--- config.mk ---
export PLATFORM = sky130hd
export DESIGN_NAME = sha2_padder
export DESIGN_NICKNAME = d
export VERILOG_FILES = /design/src/rtl/sha2_pkg.sv /design/src/rtl/sha2_pad_word.sv /design/src/rtl/sha2_padder.sv
export SDC_FILE = /design/constraint.sdc
export NUM_CORES = 1
export LEC_CHECK = 0
export BUFFER_PORTS_ARGS = -buffer_cell sky130_fd_sc_hd__buf_2
export CORE_ASPECT_RATIO = 1.1
export CORE_MARGIN = 1
export CORE_UTILIZATION = 55
export DETAILED_ROUTE_END_ITERATION = 7
export MAX_ROUTING_LAYER = met4
export PLACE_DENSITY = 0.72
export SYNTH_ARGS = -nofsm -noshare
export SYNTH_HDL_FRONTEND = slang
export SYNTH_SLANG_ARGS = --single-unit
--- constraint.sdc ---
create_clock -name clk -period 18.7 [get_ports clk]
set_input_delay 0.935 -clock clk [delete_from_list [all_inputs] [get_ports clk]]
set_output_delay 0.935 -clock clk [all_outputs]
set_load 0.02 [all_outputs]
--- src/rtl/sha2_pkg.sv ---
// rtl/sha2_pkg.sv - shared constants, state type and lane helper for the SHA-2 padder
package sha2_pkg;

  // Bit positions inside the one-hot mode {512_256, 512, 384, 256}
  localparam int MODE_256     = 0;
  localparam int MODE_384     = 1;
  localparam int MODE_512     = 2;
  localparam int MODE_512_256 = 3;

  localparam int         BLOCK_WORDS = 16;
  localparam logic [7:0] PAD_BYTE    = 8'h80;

  typedef enum logic [2:0] {IDLE, FILL, LOAD, RUN, DONE} state_t;

  // One byte lane: keep message bytes, place the marker right after them, zero the rest
  function automatic logic [7:0] pad_lane(input logic [7:0] d, input logic [3:0] lane,
                                          input logic [3:0] nbytes, input logic marker);
    if (lane < nbytes) return d;
    else if (marker && lane == nbytes) return PAD_BYTE;
    else return 8'h00;
  endfunction

endpackage

--- src/rtl/sha2_pad_word.sv ---
// rtl/sha2_pad_word.sv - byte masking and 0x80 marker insertion for one message word
module sha2_pad_word
  import sha2_pkg::*;
(
  input  logic [63:0] data,
  input  logic [3:0]  nbytes,
  input  logic        wide,
  input  logic        marker,
  output logic [63:0] word
);

  logic [63:0] wide_w;
  logic [63:0] narrow_w;

  for (genvar i = 0; i < 8; i++) begin : g_wide
    assign wide_w[63-8*i -: 8] = pad_lane(data[63-8*i -: 8], 4'(i), nbytes, marker);
  end

  // 4-byte words live in [31:0]; the upper half stays zero
  for (genvar i = 0; i < 4; i++) begin : g_narrow
    assign narrow_w[31-8*i -: 8] = pad_lane(data[31-8*i -: 8], 4'(i), nbytes, marker);
  end
  assign narrow_w[63:32] = '0;

  assign word = wide ? wide_w : narrow_w;

endmodule

--- src/rtl/sha2_padder.sv ---
// rtl/sha2_padder.sv - buffers/pads message blocks and sequences sha2_core load/start
// Optional input checking with sticky err when SHA2_PADDER_ERR_EN is defined.
module sha2_padder
  import sha2_pkg::*;
#(
  parameter int LEN_W = 64
) (
  input  logic        clk,
  input  logic        rst,
  input  logic [3:0]  mode,
  input  logic        in_valid,
  output logic        in_ready,
  input  logic [63:0] in_data,
  input  logic        in_last,
  input  logic [3:0]  in_bytes,
  output logic        core_load,
  output logic        core_start,
  output logic [63:0] core_data,
  input  logic        core_end_op,
  output logic        busy,
  output logic        done,
  output logic        err
);

  state_t           state, state_nx;
  logic [63:0]      blk_buf [BLOCK_WORDS];
  logic [3:0]       wcnt;
  logic [LEN_W-1:0] bitlen;
  logic [LEN_W-1:0] add_bits;
  logic [63:0]      len64;
  logic             wide, last_seen, pad_pend, len_pend, len_blk;
  logic [3:0]       wb;
  logic             accept, gen, wr, mark_now;
  logic [63:0]      pw_data, pw_word, wr_word;
  logic [3:0]       pw_bytes;
  logic             pw_marker;

  assign wb       = wide ? 4'd8 : 4'd4;
  assign accept   = in_ready && in_valid;
  assign gen      = (state == FILL) && last_seen;
  assign wr       = accept || gen;
  assign add_bits = LEN_W'({in_bytes, 3'b000});
  assign len64    = 64'(bitlen);
  assign mark_now = (accept && in_last && in_bytes < wb) || (gen && pad_pend);

  // Generated words reuse the lane logic: an empty word with the marker in lane 0
  assign pw_data   = accept ? in_data  : '0;
  assign pw_bytes  = accept ? in_bytes : 4'd0;
  assign pw_marker = accept ? in_last  : pad_pend;

  sha2_pad_word u_pad_word (
    .data   (pw_data),
    .nbytes (pw_bytes),
    .wide   (wide),
    .marker (pw_marker),
    .word   (pw_word)
  );

  always_comb begin
    wr_word = pw_word;
    if (gen && !pad_pend && len_blk) begin
      if (wcnt == 4'd14) wr_word = wide ? 64'd0 : {32'd0, len64[63:32]};
      if (wcnt == 4'd15) wr_word = wide ? len64 : {32'd0, len64[31:0]};
    end
  end

  always_ff @(posedge clk) begin
    if (!rst) state <= IDLE;
    else      state <= state_nx;
  end

  always_comb begin
    state_nx   = state;
    in_ready   = 1'b0;
    core_load  = 1'b0;
    core_start = 1'b0;
    core_data  = '0;
    busy       = (state != IDLE);
    done       = 1'b0;
    case (state)
      IDLE: if (in_valid) state_nx = FILL;
      FILL: begin
        in_ready = !last_seen;
        if (wr && wcnt == 4'd15) state_nx = LOAD;
      end
      LOAD: begin
        core_load = 1'b1;
        core_data = blk_buf[wcnt];
        if (wcnt == 4'd15) state_nx = RUN;
      end
      RUN: begin
        core_start = !core_end_op;
        if (core_end_op) state_nx = len_blk ? DONE : FILL;
      end
      DONE: begin
        done     = 1'b1;
        state_nx = IDLE;
      end
      default: state_nx = IDLE;
    endcase
  end

  always_ff @(posedge clk) begin
    if (wr) blk_buf[wcnt] <= wr_word;
  end

  always_ff @(posedge clk) begin
    if (!rst) begin
      wcnt      <= '0;
      bitlen    <= '0;
      wide      <= 1'b0;
      last_seen <= 1'b0;
      pad_pend  <= 1'b0;
      len_pend  <= 1'b0;
      len_blk   <= 1'b0;
    end else begin
      case (state)
        IDLE: begin
          wcnt      <= '0;
          bitlen    <= '0;
          last_seen <= 1'b0;
          pad_pend  <= 1'b0;
          len_pend  <= 1'b0;
          len_blk   <= 1'b0;
          wide      <= (mode != (4'b0001 << MODE_256));
        end
        FILL: if (wr) begin
          wcnt <= wcnt + 4'd1;
          if (accept) begin
            bitlen <= bitlen + add_bits;
            if (in_last) begin
              last_seen <= 1'b1;
              if (in_bytes >= wb) pad_pend <= 1'b1;
            end
          end
          if (gen && pad_pend) pad_pend <= 1'b0;
          // Words 14/15 must stay free for the length, else it moves to an extra block
          if (mark_now) begin
            if (wcnt <= 4'd13) len_blk  <= 1'b1;
            else               len_pend <= 1'b1;
          end
        end
        LOAD: wcnt <= wcnt + 4'd1;
        RUN: if (core_end_op && len_pend) begin
          len_blk  <= 1'b1;
          len_pend <= 1'b0;
        end
        default: ;
      endcase
    end
  end

`ifdef SHA2_PADDER_ERR_EN
  logic         err_q;
  logic [LEN_W:0] len_sum;

  assign len_sum = {1'b0, bitlen} + {1'b0, add_bits};

  always_ff @(posedge clk) begin
    if (!rst || state == IDLE) err_q <= 1'b0;
    else if (accept && (in_bytes > wb || (in_bytes < wb && !in_last) || len_sum[LEN_W]))
      err_q <= 1'b1;
  end

  assign err = err_q;
`else
  assign err = 1'b0;
`endif

endmodule

==> results of run 1 <==
-- cells in the mapped netlist (6+ instances only) --
library cell	number
nor3_1	17
o21ai_0	36
or3_1	12
dfxtp_1	77
and3_1	8
buf_2	31
and2_1	68
a22oi_1	39
a21oi_1	56
edfxtp_1	1024
ha_1	11
buf_1	8
nand3_1	30
nor2_1	68
nand4_1	25
o31ai_1	24
xor2_1	14
or2_2	6
nand2b_1	6
inv_1	26
clkbuf_1	81
o21a_1	6
or4_1	23
mux4_2	320
a22o_1	24
o21ai_1	11
nand2_1	75
-- routing by layer --
layer / vias to the layer above / part of all wire
met2: 1137 / 0.50
li1: 9577 / -
met5: - / 0
met3: 223 / 0.087
met4: 0 / 0.037
met1: 12170 / 0.38
-- final cells by class --
type / count / area (um^2)
Sequential cell: 1101 / 32310
Antenna cell: 12 / 30.03
Clock buffer: 121 / 2750
Fill cell: 5385 / 29240
Inverter: 26 / 97.59
Multi-Input combinational cell: 953 / 11230
Tap cell: 1045 / 1308
Clock inverter: 73 / 894.6
Timing Repair Buffer: 206 / 1196
-- per-stage QoR --
step                cells  hold slack (ns)  instance area (um^2)
global route         3534           0.5125                 49800
global placement     3331           0.4747                 46140
detailed placement   3331           0.4826                 46140
finish               3537           0.4971                 49810
floorplan            2202           0.4490                 43990
CTS                  3525           0.4916                 49780
-- worst min-delay path: stages (launching register included) --
cell and delay, ns:
dfxtp_1 0.33, nand2_1 0.06, a21oi_1 0.05
-- state kept, by name, indices dropped and copies added, names as in the netlist, named ones only --
| signal | cells |
|---|---|
| wcnt | 4 |
| state | 3 |
| last_seen | 1 |
| wide | 1 |
| len_pend | 1 |
| blk_buf | 1024 |
| bitlen | 61 |
| pad_pend | 1 |
| len_blk | 1 |
-- worst paths after layout --
check | end | slack, ns | depth (start not counted)
setup reg to reg | blk_buf[6][27] | 14.59 | 5
hold reg to reg | bitlen[5] | 0.50 | 2
setup / recovery | core_data[48] | 12.61 | 6
hold / removal | bitlen[5] | 0.50 | 2
-- logic make-up after synthesis --
| family | Yosys count | synth area share |
|---|---|---|
| buffers and inverters | 148 | 0.01368 |
| adder cells (fa/ha/maj) | 15 | 0.004267 |
| XOR/XNOR | 17 | 0.003385 |
| flip-flops | 1101 | 0.7341 |
| AND/OR/NAND/NOR | 368 | 0.04520 |
| AO/OA/AOI/OAI | 228 | 0.03453 |
| other | 1 | 0.00008525 |
| multiplexers | 324 | 0.1648 |
-- power by group through the flow --
stage | logic, mW | clock network (mW) | registers [mW]
after floorplan | 0.256 | 0 | 2.78
after global placement | 0.327 | 0 | 2.79
after detailed placement | 0.334 | 0 | 2.79
after CTS | 0.336 | 2.25 | 2.74
after global routing | 0.356 | 2.35 | 2.74
final | 0.332 | 2.23 | 2.74
==> metrics.md, run 1 <==
| Metric | Value |
|---|---|
| Layout cell share with drive strength beyond 1 | `0.2927` |
| Synthesis Warnings | `0` |
| Die height | `around 300 um` |
| First-pass GRT wire length | `~160000 um` |
| Iter 0 DRT Violations | `3031` |
| Final-stage net count | `around 2500` |
| GRT Residual Overflow | `0` |
| Syn nets | `2291` |
| Largest net degree at the start of global routing | `about 110` |
| Met3 usage | `0.04444` |
| IO Port Bufs | `145` |
| Slew Limit Fails | `0` |
| Tot Pwr | `5.300 mW` |
| Switch share | `0.2070` |
| I/O pin count | `147` |
| Synth area leaders | `edfxtp_1 (70%), mux4_2 (16%), dfxtp_1 (3.5%), and2_1 (0.97%), clkbuf_1 (0.69%)` |
| Seq/Total Area, Yosys | `0.7341` |
| Area Growth Syn to Fin | `13.24%` |
| Setup crit start kind | `register` |
| WL/cell | `30.54 um` |
| Min-Delay Path Class | `reg2reg` |
| Synth cell types | `68` |
| PostCTS Resize Cnt | `0` |
| GR peak layer | `met2` |
| H-tree Lvls | `3` |
| Clock Tree Buf Depth | `3` |
| RSZ-0062 raised after global routing | `no` |
| Commonest non-fill, non-tap cells in the layout | `edfxtp_1 (1024), mux4_2 (320), buf_2 (145)` |
| Antenna Nets Post-Route | `0` |
| Initial Util | `0.5564` |
| Worst relative slew slack | `0.1629` |
| Top-area cell type share of the netlist area | `0.6991` |
| GR Util met1 | `0.3695` |
| Synthesized cell area | `43990 um^2` |
| Primary FF master, synth | `edfxtp_1` |
| Top Family by Delay on Critical Path | `buffers and inverters` |
| Final TNS setup | `0 ns` |
| Critical path capture point type | `primary output` |
| Worst-Margin Slew | `between 1 and 1.5 ns` |
| Critical path's slowest cell | `dfxtp_4` |
| DRC | `0` |
| Crit path kind | `reg2out` |
| First-pass detailed-route iteration total | `8` |
| Gate power share | `0.063` |
| Final core utilization | `0.6301` |
| #FFs+latches synth | `1101` |
| IR drop worst, VDD | `between 0.07 and 0.08 mV` |
| GP Congestion | `0.9294` |
| CTS tree | `built` |
| Final Hold Viols | `0` |
| Hold Buf Count CTS | `0` |
| Die area | `81110 um^2` |
| Post-CTS setup buffer count | `0` |
| Worst skew pair latency | `0.66 ns` |
| Cts bufs inserted | `104` |
| Start of the worst register-to-register path | `state[0]` |
| Fmax achieved | `164.2 MHz` |
| Tcrit/Tclk final | `0.3257` |
| Core ar. | `79050 um^2` |
| Worst EP required | `17.77 ns` |
| Core Rows | `108` |
| Vias per cell | `6.533` |
| Clk slew on worst S/H paths | `0.07 ns` |
| Initial antenna violation count | `12` |
| Vias in the first global route | `between 20000 and 25000` |
| Run status | `complete, no violations` |
| Cell-internal power | `4.203 mW` |
| Clock Skews | `0.02108 ns` |
| Post-Synthesis Cells | `2202` |
| Number of synthesized flops with an enable pin | `just over 1000` |
| Met2 Use GR | `0.4416` |
| CP cell instances | `buf_4 -> buf_4 -> mux4_2 -> mux4_2 -> and2_1 -> buf_2` |
| Clock power frac | `0.421` |
| Most common cell after layout, fill and taps aside | `edfxtp_1` |
| Final Critical Period | `6.091 ns` |
| Reported net switching power | `between 1 and 1.5 mW` |
| Synth async-reset ratio | `0` |
| Syn Area/Cell | `roughly 20 um^2` |
| Worst path buffer plus inverter count | `3` |
| Vias | `23110` |
| Reg power frac | `0.517` |
| CTS Root Cell | `clkbuf_16` |
| Slowest Stage Delay on Critical Path | `1.03 ns` |
| Largest fanout on the critical path | `53` |
| WL final | `roughly 110000 um` |
| Chip width | `271.6 um` |
| Setup violators final | `0` |
| Clk sink count | `between 1000 and 1500` |
| GR Util All Layers | `0.2787` |
| Hpwl dp | `between 60000 and 70000 um` |
| Arr. time, crit path | `5.16 ns` |
| Power Density | `106.4 nW/um^2` |
| Setup slack at placement | `~13 ns` |
| HP Start | `bitlen[5]` |
| Worst Slack Setup Final | `12.61 ns` |
| LEAKAGE | `15.44 nW` |
| Leading area contributor after synthesis | `edfxtp_1` |
| Max-cap violations | `0` |
Power figures use the tool's default switching activity.
==> inputs of run 2 (changes only) <==
- clock period: 18.7 -> 6.29 ns (I/O delays scaled with it)
==> run 2 against run 1 <==
Net effect:
- sequential power rose to 3.0 times the previous value
- power rose to 2.9 times the previous value
- critical path depth down 1
- final cell count down 0.25%
- register-to-register slack worse by 12 ns
- largest cell class unchanged
==> metrics.md, run 2 (synthesis gave the netlist of run 1 again) <==
| Metric | Value |
|---|---|
| Critical R2R Capture | `blk_buf[5][38]` |
| LEAKAGE | `15.39 nW` |
| IR drop worst, VDD | `0.3169 mV` |
| Power Density | `314.1 nW/um^2` |
| Placed Instances | `3329` |
| Slowest Stage Delay on Critical Path | `0.62 ns` |
| Initial Util | `0.5564` |
| Critical path's slowest cell | `mux4_2` |
| Tcrit/Tclk final | `0.6204` |
| Worst hold stages | `3` |
| Multi-input gate area | `11230 um^2` |
| Max-cap violations | `0` |
| Final Critical Period | `3.902 ns` |
| Final TNS setup | `0 ns` |
| PostCTS Resize Cnt | `0` |
| GRT Residual Overflow | `0` |
| Most frequent CP cell | `mux4_2` |
| Cts bufs inserted | `107` |
| CTS tree | `built` |
| H-tree Lvls | `3` |
| Start of the worst register-to-register path | `state[0]` |
| Setup violators final | `0` |
| Vias per cell | `6.474` |
| Clock Tree Buf Depth | `3` |
| WHS Endpoint | `wide` |
| Reg with most FFs | `blk_buf` |
| R2R Setup Slk | `2.56 ns` |
| HP Start | `mode[1]` |
| Fmax achieved | `256.3 MHz` |
| Most common cell after layout, fill and taps aside | `edfxtp_1` |
| Die height | `298.6 um` |
| Hold WS | `~0.063 ns` |
| Worst Slack Setup Final | `2.388 ns` |
| Initial antenna violation count | `1` |
| Core ar. | `just under 80000 um^2` |
| Min-Delay Path Class | `in2reg` |
| Worst path buffer plus inverter count | `2` |
| CP cell instances | `buf_12 -> mux4_2 -> mux4_2 -> and2_1 -> buf_2` |
| CTS Root Cell | `clkbuf_16` |
| Vias in the first global route | `23200` |
| GP Congestion | `0.9259` |
| Top Family by Delay on Critical Path | `multiplexers` |
| Arr. time, crit path | `3.59 ns` |
| RSZ-0062 raised after global routing | `no` |
| Core Rows | `108` |
| WL final | `107900 um` |
| Layout cell share with drive strength beyond 1 | `0.2889` |
| Register area | `between 30000 and 40000 um^2` |
| GR Util All Layers | `0.2788` |
| Final Hold Viols | `0` |
| Antenna Nets Post-Route | `0` |
| Worst reg2reg path depth | `5` |
| Worst skew pair latency | `0.67 ns` |
| IO Port Bufs | `145` |
| Vias | `22840` |
| Hold Buf Count CTS | `1` |
| WL/cell | `30.60 um` |
| Hpwl dp | `around 60000 um` |
| Die area | `81110 um^2` |
| Chip width | `271.6 um` |
| Area Growth Syn to Fin | `13.04%` |
| Largest fanout on the critical path | `109` |
| Critical path capture point type | `primary output` |
| Largest net degree at the start of global routing | `145` |
| Commonest non-fill, non-tap cells in the layout | `edfxtp_1 (1024), mux4_2 (320), buf_2 (145)` |
| First-pass GRT wire length | `156600 um` |
| DRC | `0` |
| Worst relative slew slack | `0.06889` |
| I/O pin count | `147` |
| Post-CTS setup buffer count | `0` |
| Slew Limit Fails | `0` |
| Tot Pwr | `15.62 mW` |
| Iter 0 DRT Violations | `2850` |
| Setup crit start kind | `register` |
| Crit path kind | `reg2out` |
| Largest regs | `blk_buf: 1024 flops, bitlen: 61 flops, wcnt: 4 flops` |
| Clk sink count | `approximately 1100` |
| Worst-Margin Slew | `1.382 ns` |
| Max reg flops | `1024` |
| Worst EP required | `5.98 ns` |
| Fin cells | `approximately 3500` |
| Setup slack at placement | `2.586 ns` |
| Final-stage net count | `2483` |
| Run status | `complete, no violations` |
| Fill count | `5454` |
| Clk slew on worst S/H paths | `~0.06 ns` |
| Clock Skews | `0.02400 ns` |
| First-pass detailed-route iteration total | `6` |
run 2: changes by cell type in the layout (fill, tap and decap cells not counted), sizes merged, moves of 2 or more:
cell / change
inv: +3
bufinv: -7
clkbuf: +18
diode: -11
clkinv: -10
buf: -2
run 2: power by group:
part | switching, mW | internal (mW) | total (mW)
Combinational | 0.553 | 0.473 | 1.03
Sequential | 0.0442 | 8.07 | 8.12
Clock | 2.69 | 3.78 | 6.47
run 2: per-stage QoR:
step	utilization	cell area (um^2)
after global placement	0.5839	46160
after global routing	0.6290	49730
after CTS	0.6290	49720
final	0.6290	49730
after floorplan	-	43990
after detailed placement	0.5839	46160
run 2: worst max path at each step:
stage	to	from	cells past startpoint	slack (ns)
6_report	core_data[29]	register	5	2.39
5_1_grt	core_data[29]	register	5	2.24
4_1_cts	core_data[29]	register	5	2.34
3_5_place_dp	blk_buf[4][13]	state[0]	5	2.59
3_3_place_gp	blk_buf[10][12]	state[0]	5	2.80
2_1_floorplan	blk_buf[0][0]	state[1]	6	0.06
run 2: tightest hold or removal path, stage by stage:
cell and delay [ns]:
buf_2 0.08, nor4b_1 0.06, a211oi_1 0.22
run 2: layer usage:
metal / up-vias / GRT usage / wire (um)
met5: - / - / 0
met4: 0 / 0.09390 / 3420
met3: 193 / 0.04628 / 8722
met2: 1082 / 0.4529 / 55390
met1: 12000 / 0.3612 / 40410
li1: 9563 / - / -
run 2: area by class of cell:
type / instances / area share
Clock buffer: 139 / 0.05812
Timing Repair Buffer: 205 / 0.02471
Inverter: 26 / 0.001963
Tap cell: 1045 / 0.02629
Antenna cell: 1 / 0.00005032
Multi-Input combinational cell: 953 / 0.2258
Clock inverter: 58 / 0.01336
Sequential cell: 1101 / 0.6497
